==> src/rtl/ifu_ysyx.sv <==
// ifu_ysyx: instruction fetch unit for the multi-cycle NPC core.
//
// Holds the PC and issues one word read to instruction memory at a time.
// Each fetched instruction is presented to decode with its PC over a
// valid/ready handshake. The unit then waits for execute to commit a
// next-PC before it fetches again, so at most one instruction is ever in
// flight. It never increments the PC itself. All outputs are registered.
//
// Ports:
//   clk, rst_n        clock, asynchronous active-low reset
//   imem_req_*        read request (valid/ready) and word-aligned imem_addr
//   imem_rsp_*        read response: one-cycle valid pulse, data, access fault
//   inst_*            instruction to decode (valid/ready), word, PC and fault
//                     code (00 none, 01 access fault, 10 misaligned PC)
//   commit_*          one-cycle pulse from execute carrying the next PC
//
// Optional feature (macro IFU_PERF_EN): adds the perf_fetch_cnt,
// perf_mem_stall and perf_dec_stall counters and their output ports.
module ifu_ysyx #(
  parameter int              XLEN     = 32,
  parameter logic [XLEN-1:0] RESET_PC = 32'h80000000
) (
  input  logic            clk,
  input  logic            rst_n,
  output logic            imem_req_valid,
  input  logic            imem_req_ready,
  output logic [XLEN-1:0] imem_addr,
  input  logic            imem_rsp_valid,
  input  logic [31:0]     imem_rsp_data,
  input  logic            imem_rsp_err,
  output logic            inst_valid,
  input  logic            inst_ready,
  output logic [31:0]     inst,
  output logic [XLEN-1:0] inst_pc,
  output logic [1:0]      inst_fault,
  input  logic            commit_valid,
  input  logic [XLEN-1:0] commit_npc
`ifdef IFU_PERF_EN
  ,
  output logic [31:0]     perf_fetch_cnt,
  output logic [31:0]     perf_mem_stall,
  output logic [31:0]     perf_dec_stall
`endif
);

  typedef enum logic [2:0] {IDLE, REQ, WAIT, OUT, EXEC} state_t;

  localparam logic [1:0] FAULT_NONE  = 2'b00;
  localparam logic [1:0] FAULT_ACC   = 2'b01;
  localparam logic [1:0] FAULT_ALIGN = 2'b10;

  state_t          state, nextState;
  logic [XLEN-1:0] pc;
  logic            npcAligned;

  assign npcAligned = (commit_npc[1:0] == 2'b00);

  always_ff @(posedge clk or negedge rst_n) begin
    if (!rst_n) state <= IDLE;
    else        state <= nextState;
  end

  always_comb begin
    nextState = state;
    case (state)
      IDLE: nextState = REQ;
      REQ:  if (imem_req_ready) nextState = WAIT;
      WAIT: if (imem_rsp_valid) nextState = OUT;
      OUT:  if (inst_ready)     nextState = EXEC;
      EXEC: if (commit_valid)   nextState = npcAligned ? REQ : OUT;
      default: nextState = IDLE;
    endcase
  end

  // Registered datapath and outputs, updated alongside the state transitions
  // above. Inputs that do not matter in the current state (stale responses,
  // commits outside EXEC, ready with nothing valid) are dropped here.
  always_ff @(posedge clk or negedge rst_n) begin
    if (!rst_n) begin
      pc             <= RESET_PC;
      imem_req_valid <= 1'b0;
      imem_addr      <= '0;
      inst_valid     <= 1'b0;
      inst           <= '0;
      inst_pc        <= '0;
      inst_fault     <= FAULT_NONE;
    end else begin
      case (state)
        IDLE: begin
          imem_addr      <= pc;
          imem_req_valid <= 1'b1;
        end
        REQ: begin
          if (imem_req_ready) imem_req_valid <= 1'b0;
        end
        WAIT: begin
          if (imem_rsp_valid) begin
            inst       <= imem_rsp_err ? 32'h0 : imem_rsp_data;
            inst_fault <= imem_rsp_err ? FAULT_ACC : FAULT_NONE;
            inst_pc    <= pc;
            inst_valid <= 1'b1;
          end
        end
        OUT: begin
          if (inst_ready) inst_valid <= 1'b0;
        end
        EXEC: begin
          if (commit_valid) begin
            pc <= commit_npc;
            if (npcAligned) begin
              imem_addr      <= commit_npc;
              imem_req_valid <= 1'b1;
            end else begin
              // Misaligned target: report the fault straight to decode
              // without touching memory; execute answers with a trap vector.
              inst       <= 32'h0;
              inst_pc    <= commit_npc;
              inst_fault <= FAULT_ALIGN;
              inst_valid <= 1'b1;
            end
          end
        end
        default: ;
      endcase
    end
  end

`ifdef IFU_PERF_EN
  always_ff @(posedge clk or negedge rst_n) begin
    if (!rst_n) begin
      perf_fetch_cnt <= '0;
      perf_mem_stall <= '0;
      perf_dec_stall <= '0;
    end else begin
      if (state == WAIT && imem_rsp_valid)   perf_fetch_cnt <= perf_fetch_cnt + 32'd1;
      if (state == REQ || state == WAIT)     perf_mem_stall <= perf_mem_stall + 32'd1;
      if (state == OUT && !inst_ready)       perf_dec_stall <= perf_dec_stall + 32'd1;
    end
  end
`endif

endmodule

==> config.mk <==
export PLATFORM = sky130hd
export DESIGN_NAME = ifu_ysyx
export DESIGN_NICKNAME = d
export VERILOG_FILES = /design/src/rtl/ifu_ysyx.sv
export SDC_FILE = /design/constraint.sdc
export NUM_CORES = 1
export LEC_CHECK = 0
export CAP_MARGIN = 25
export CORE_ASPECT_RATIO = 0.75
export CORE_MARGIN = 2
export CORE_UTILIZATION = 47
export CTS_CLUSTER_DIAMETER = 80
export DETAILED_ROUTE_END_ITERATION = 16
export GPL_TIMING_DRIVEN = 0
export MAX_ROUTING_LAYER = met4
export PLACE_DENSITY_LB_ADDON = 0.15
export SLEW_MARGIN = 25
export SYNTH_ARGS = -nofsm -noshare
export SYNTH_HDL_FRONTEND = slang
export SYNTH_SLANG_ARGS = --single-unit
==> constraint.sdc <==
create_clock -name clk -period 2.06 [get_ports clk]
set_input_delay 0.412 -clock clk [delete_from_list [all_inputs] [get_ports clk]]
set_output_delay 0.412 -clock clk [all_outputs]
set_load 0.01 [all_outputs]
==> results.py, run 1 <==
metrics = {
    "die": {
        "die_h_um": 99.77,
        "floorplan.die_area_um2": 13140,
        "fp.dieW_um": 131.7,
        "io_pins": 171,
        "start_util": 0.4896,
        "fp.coreArea_um2": 11740,
        "num_rows": 34,
    },
    "place": {
        "place_area_um2": 7675,
        "dp.cells": 725,
        "gp_congestion": 0.7491,
        "hpwl_um": 9497,
        "port_buffers": 169,
    },
    "global_route": {
        "gr-usage-all-layers": 0.2224,
        "grt-ovfl-total": 0,
        "grt_max_degree": 82,
        "antenna_found_initial": 0,
        "grt_pass1_vias": 4287,
        "grt_pass1_wl_um": 21960,
    },
    "sta": {
        "hold_viol_final": 0,
        "setup_violations": 0,
        "rsz0062_at_grt": "true",
        "fmax_mhz": 505.0,
        "tightestPinTransition_ps": 470.0,
        "timing.setup.tns_ps": 0,
        "whs_ps": 469.8,
        "final.setup_skew_ps": 6.045,
        "slew_headroom": 0.6866,
        "finalCriticalPeriod_ps": 1980,
        "slew_violations": 0,
        "min_period_over_period": 0.9613,
    },
    "synthesis": {
        "synthesis.nets": 464,
        "ys_types": 28,
        "synth_edf_count": 0,
        "ys_warn_count": 0,
        "synth-seq-area-share": 0.5879,
        "netlist_area_um2": 5748,
        "synthFlopType": "dfrtp_1",
        "async_flop_share": 1.000,
        "ys_ff_latch": 135,
        "synthCells": 393,
        "synth_area_per_cell_um2": 14.63,
    },
    "clock_network": {
        "cts_tree": "done",
        "clockBufferDepth": 2,
        "htreeDepth": 4,
        "clockRootBuffer": "clkbuf_16",
        "insertion_delay_ps": 410,
        "cts_buffers": 17,
        "clk_pin_slew_ps": 60,
        "cts.sinks": 135,
    },
    "setup_path": {
        "crit_type": "reg2reg",
        "cp.arrival_ps": 2270,
        "end_kind": "flip-flop",
        "crit_fanout": 10,
        "required_ps": 2350,
        "cp-start-kind": "flip-flop",
    },
    "route": {
        "wirelength_um": 13400,
        "vias": 3953,
        "viasPerCell": 5.194,
        "first_pass_iters": 4,
        "final_antenna_net_count": 0,
        "met1Wirelength_um": 6232,
        "wl_per_cell_um": 17.61,
        "wl_met2_um": 6282,
        "drcViolationCount": 0,
        "routed-wl-met3_um": 733,
        "initialDrtViolationCount": 203,
        "highest_layer": "met4",
    },
    "finish": {
        "final_common_cell": "clkdlybuf4s50_1",
        "post_route_cells_drive_above_1_share": 0.3038,
        "mostFrequentLayoutCells": "clkdlybuf4s50_1 (168), dfrtp_1 (133), mux2_2 (121)",
        "nets": 657,
        "instances_no_fill": 761,
        "antennaDiodeCount": 0,
        "fin_area_um2": 8290,
        "syn_to_final_growth_pct": 44.23,
    },
    "run_status": {
        "outcome": "finished, final reports clean",
    },
    "run": {
        "max_cap_violations": 0,
    },
    "hold_path": {
        "worst_hold_path_type": "reg2reg",
    },
    "power": {
        "total_power_uw": 11490,
        "peakVddDrop_mv": 0.8525,
        "power.density_nw_per_um2": 1386,
        "p_leak_uw": 0.003834,
    },
}
-- Yosys cell counts (2+ instances only) --
cell type  instances  area share
nand2_1            4      0.0026
nand2b_1           4      0.0044
o22ai_1            2      0.0022
clkbuf_1           9      0.0059
nor2_1             4      0.0026
mux2_2           121        0.24
buf_2             10      0.0087
nand4bb_1          2      0.0039
a21oi_1            5      0.0044
mux2_1             7       0.014
o21ai_0            3      0.0026
dfrtp_1          134        0.58
a21o_1            33       0.043
nor4b_1           32       0.049
inv_1              2      0.0013
buf_6              3      0.0059
buf_4              7      0.0091
-- metal layers --
metal / track usage / vias up
li1: - / 1823
met1: 0.2817 / 2002
met3: 0.06616 / 15
met4: 0.06856 / 0
met2: 0.3496 / 113
met5: - / -
-- per-stage QoR --
step / worst slack (ps) / util
4_1_cts: 27.21 / 0.7050
2_1_floorplan: 212.1 / -
3_3_place_gp: -4678 / 0.6509
5_1_grt: -5.745 / 0.7061
3_5_place_dp: -491.9 / 0.6537
6_report: 79.69 / 0.7061
-- report_power, final --
part	internal (µW)	switching (µW)	total [µW]
logic	2710	1770	4480
registers	3640	503	4140
clock network	1770	1110	2870
-- what timing repair did --
action	CTS	global route
hold buffers	1	0
pin swaps	1	0
setup endpoints to repair	46	38
gates resized for setup	2	3
buffers inserted	3	0
endpoints found under the hold margin	54	0
gates cloned	0	0
-- worst paths after layout --
path	to	slack, ps	cells past startpoint	from
worst min register to register	inst_fault[1]	470	2	inst_fault[1]
min in group asynchronous	inst[21]	510	2	rst_n
max in group asynchronous	pc[31]	780	3	rst_n
worst max-delay path	imem_addr[30]	80	6	state[1]
worst min-delay path	inst_fault[1]	470	2	inst_fault[1]
worst max register to register	imem_addr[30]	80	6	state[1]
-- final cells by class --
class	instances	area, µm²
Tap cell	162	202.7
Clock inverter	13	132.6
Inverter	2	7.507
Fill cell	831	3451
Timing Repair Buffer	174	1757
Multi-Input combinational cell	226	2195
Clock buffer	19	432.9
Buffer	30	182.7
Sequential cell	135	3381
-- critical path: stages (launching register included) --
cell and delay (ps):
dfrtp_1 360, buf_2 180, nor3b_2 260, buf_6 190, buf_4 210, mux2_1 360, mux2_1 300
-- state kept, by name, summed over array words and instances, names as in the netlist --
signal / cells
imem_addr: 32
inst_fault: 2
inst: 32
pc: 32
state: 3
imem_req_valid: 1
inst_pc: 32
inst_valid: 1
-- kinds of logic after synthesis --
kind of cell    Yosys count  synth area share
buf+inv                  32           0.03156
mux                     128            0.2508
compound gates           47           0.06008
simple gates             51           0.06966
flops                   135            0.5879
Note: power is estimated with default switching activity, not from simulation.
==> run 2, diff against run 1 <==
Settings changed: CORE_ASPECT_RATIO 0.75 to 0.7.
==> run 2 against run 1 <==
  * Clock skew is 3.4 ps higher
  * Register-to-register slack better by 20 ps
  * Fmax is 0.40% lower
  * Worst hold slack better by 3.5 ps
  * Cell count is 0.66% lower
  * Flip-flop and latch count stayed put
  * Via count is 1.2% higher
  * Sequential share of layout area is 0.31 points lower
  * Non-clock buffer count stayed put
  * Largest power group unchanged
  * Highest routed layer unchanged
==> results.py, run 2 (synthesis gave the netlist of run 1 again) <==
metrics = {
    "sta": {
        "setup_violations": 0,
        "finalCriticalPeriod_ps": 1988,
        "tightestPinTransition_ps": 462.0,
        "slew_headroom": 0.6920,
        "min_period_over_period": 0.9652,
        "rsz0062_at_grt": "false",
        "fmax_mhz": 502.9,
        "slew_violations": 0,
        "hold_viol_final": 0,
        "final.setup_skew_ps": 9.398,
    },
    "clock_network": {
        "clk_pin_slew_ps": 60,
        "cts.sinks": 135,
        "clockBufferDepth": 2,
        "htreeDepth": 4,
        "cts_buffers": 17,
        "clockRootBuffer": "clkbuf_16",
        "cts_tree": "done",
        "insertion_delay_ps": 420,
    },
    "setup_path": {
        "end_kind": "flip-flop",
        "cp.arrival_ps": 2280,
        "required_ps": 2350,
        "cp-start-kind": "primary input",
        "crit_type": "in2reg",
        "crit_fanout": 10,
    },
    "finish": {
        "seqCellArea_um2": 3381,
        "mostFrequentLayoutCells": "clkdlybuf4s50_1 (168), dfrtp_1 (133), mux2_2 (121)",
        "syn_to_final_growth_pct": 45.34,
        "final_core_util": 0.7075,
        "final_common_cell": "clkdlybuf4s50_1",
        "instances_no_fill": 756,
        "multi_input_area_um2": 2195,
        "post_route_cells_drive_above_1_share": 0.3038,
        "nets": 657,
        "fillers": 863,
        "antennaDiodeCount": 0,
    },
    "global_route": {
        "gr-usage-all-layers": 0.2229,
        "grt_pass1_wl_um": 21490,
        "grt_max_degree": 81,
        "antenna_found_initial": 0,
        "grt-ovfl-total": 0,
        "grt_pass1_vias": 4138,
    },
    "place": {
        "port_buffers": 169,
        "dp.cells": 720,
        "gp_congestion": 0.8040,
        "hpwl_um": 9718,
    },
    "route": {
        "final_antenna_net_count": 0,
        "wirelength_um": 13790,
        "first_pass_iters": 4,
        "initialDrtViolationCount": 206,
        "viasPerCell": 5.290,
        "wl_per_cell_um": 18.25,
        "vias": 3999,
        "drcViolationCount": 0,
    },
    "die": {
        "io_pins": 171,
        "fp.coreArea_um2": 11810,
        "start_util": 0.4868,
        "num_rows": 33,
        "die_h_um": 96.53,
        "fp.dieW_um": 136.2,
        "floorplan.die_area_um2": 13140,
    },
    "run": {
        "max_cap_violations": 0,
    },
    "run_status": {
        "outcome": "finished, final reports clean",
    },
    "hold_path": {
        "worst_hold_path_type": "reg2reg",
    },
    "power": {
        "p_leak_uw": 0.003869,
        "peakVddDrop_mv": 0.7638,
        "power.density_nw_per_um2": 1420,
    },
}
[run 2: cell types whose count changed in the layout (fill, tap and decap cells not counted), sizes merged]
cell	delta
clkinv	-3
clkinvlp	-2
bufinv	+2
clkbuf	+2
inv	+1
[run 2: worst paths after layout]
kind	start	to	slack [ps]	cells after the start
hold reg to reg	inst[11]	inst[11]	470	1
hold / removal	inst[11]	inst[11]	470	1
max in group asynchronous	rst_n	pc[31]	800	3
setup / recovery	commit_valid	imem_addr[21]	70	6
setup reg to reg	state[1]	inst_pc[22]	100	6
min in group asynchronous	rst_n	inst_pc[27]	500	2
[run 2: metrics by stage]
stage	setup slack [ps]	cell area [µm²]	total power (µW)	setup TNS (ps)	hold WS, ps
floorplan	212.1	5748	6485	0	116.4
global placement	-4586	7636	8449	-638740	460.2
detailed placement	-548.3	7669	8635	-27510	359.1
CTS	23.23	8342	11970	0	478.0
global route	3.965	8354	12480	0	493.3
finish	71.71	8354	11870	0	473.3
[run 2: where the power goes]
part           internal [µW]  switching (µW)  leakage [µW]  total, µW
sequential              3640             514       0.00175       4150
combinational           2720            1770       0.00182       4490
clock                   2090            1130      0.000304       3230
[run 2: metal layers]
layer,up-vias,share of wire,track usage
li1,1824,-,-
met1,2030,0.46,0.2925
met2,124,0.47,0.3459
met3,21,0.052,0.05269
met4,0,0.017,0.07378
met5,-,0,-
[run 2: cell type report]
class,count,area share
Sequential cell,135,0.4047
Multi-Input combinational cell,226,0.2627
Timing Repair Buffer,174,0.2103
Clock buffer,21,0.05511
Tap cell,157,0.02351
Buffer,30,0.02232
Clock inverter,11,0.02052
Inverter,2,0.0008986
[run 2: what timing repair did]
item,in CTS,in global routing
gates resized for setup,3,3
endpoints found under the setup margin,46,40
pin swaps,1,0
hold endpoints to repair,55,0
hold buffers,1,0
setup buffers,3,0
[run 2: worst max-delay path, stage by stage]
cell,delay [ps]
clkdlybuf4s50_1,550
or3b_1,420
a211oi_4,220
buf_4,170
buf_6,160
mux2_2,340
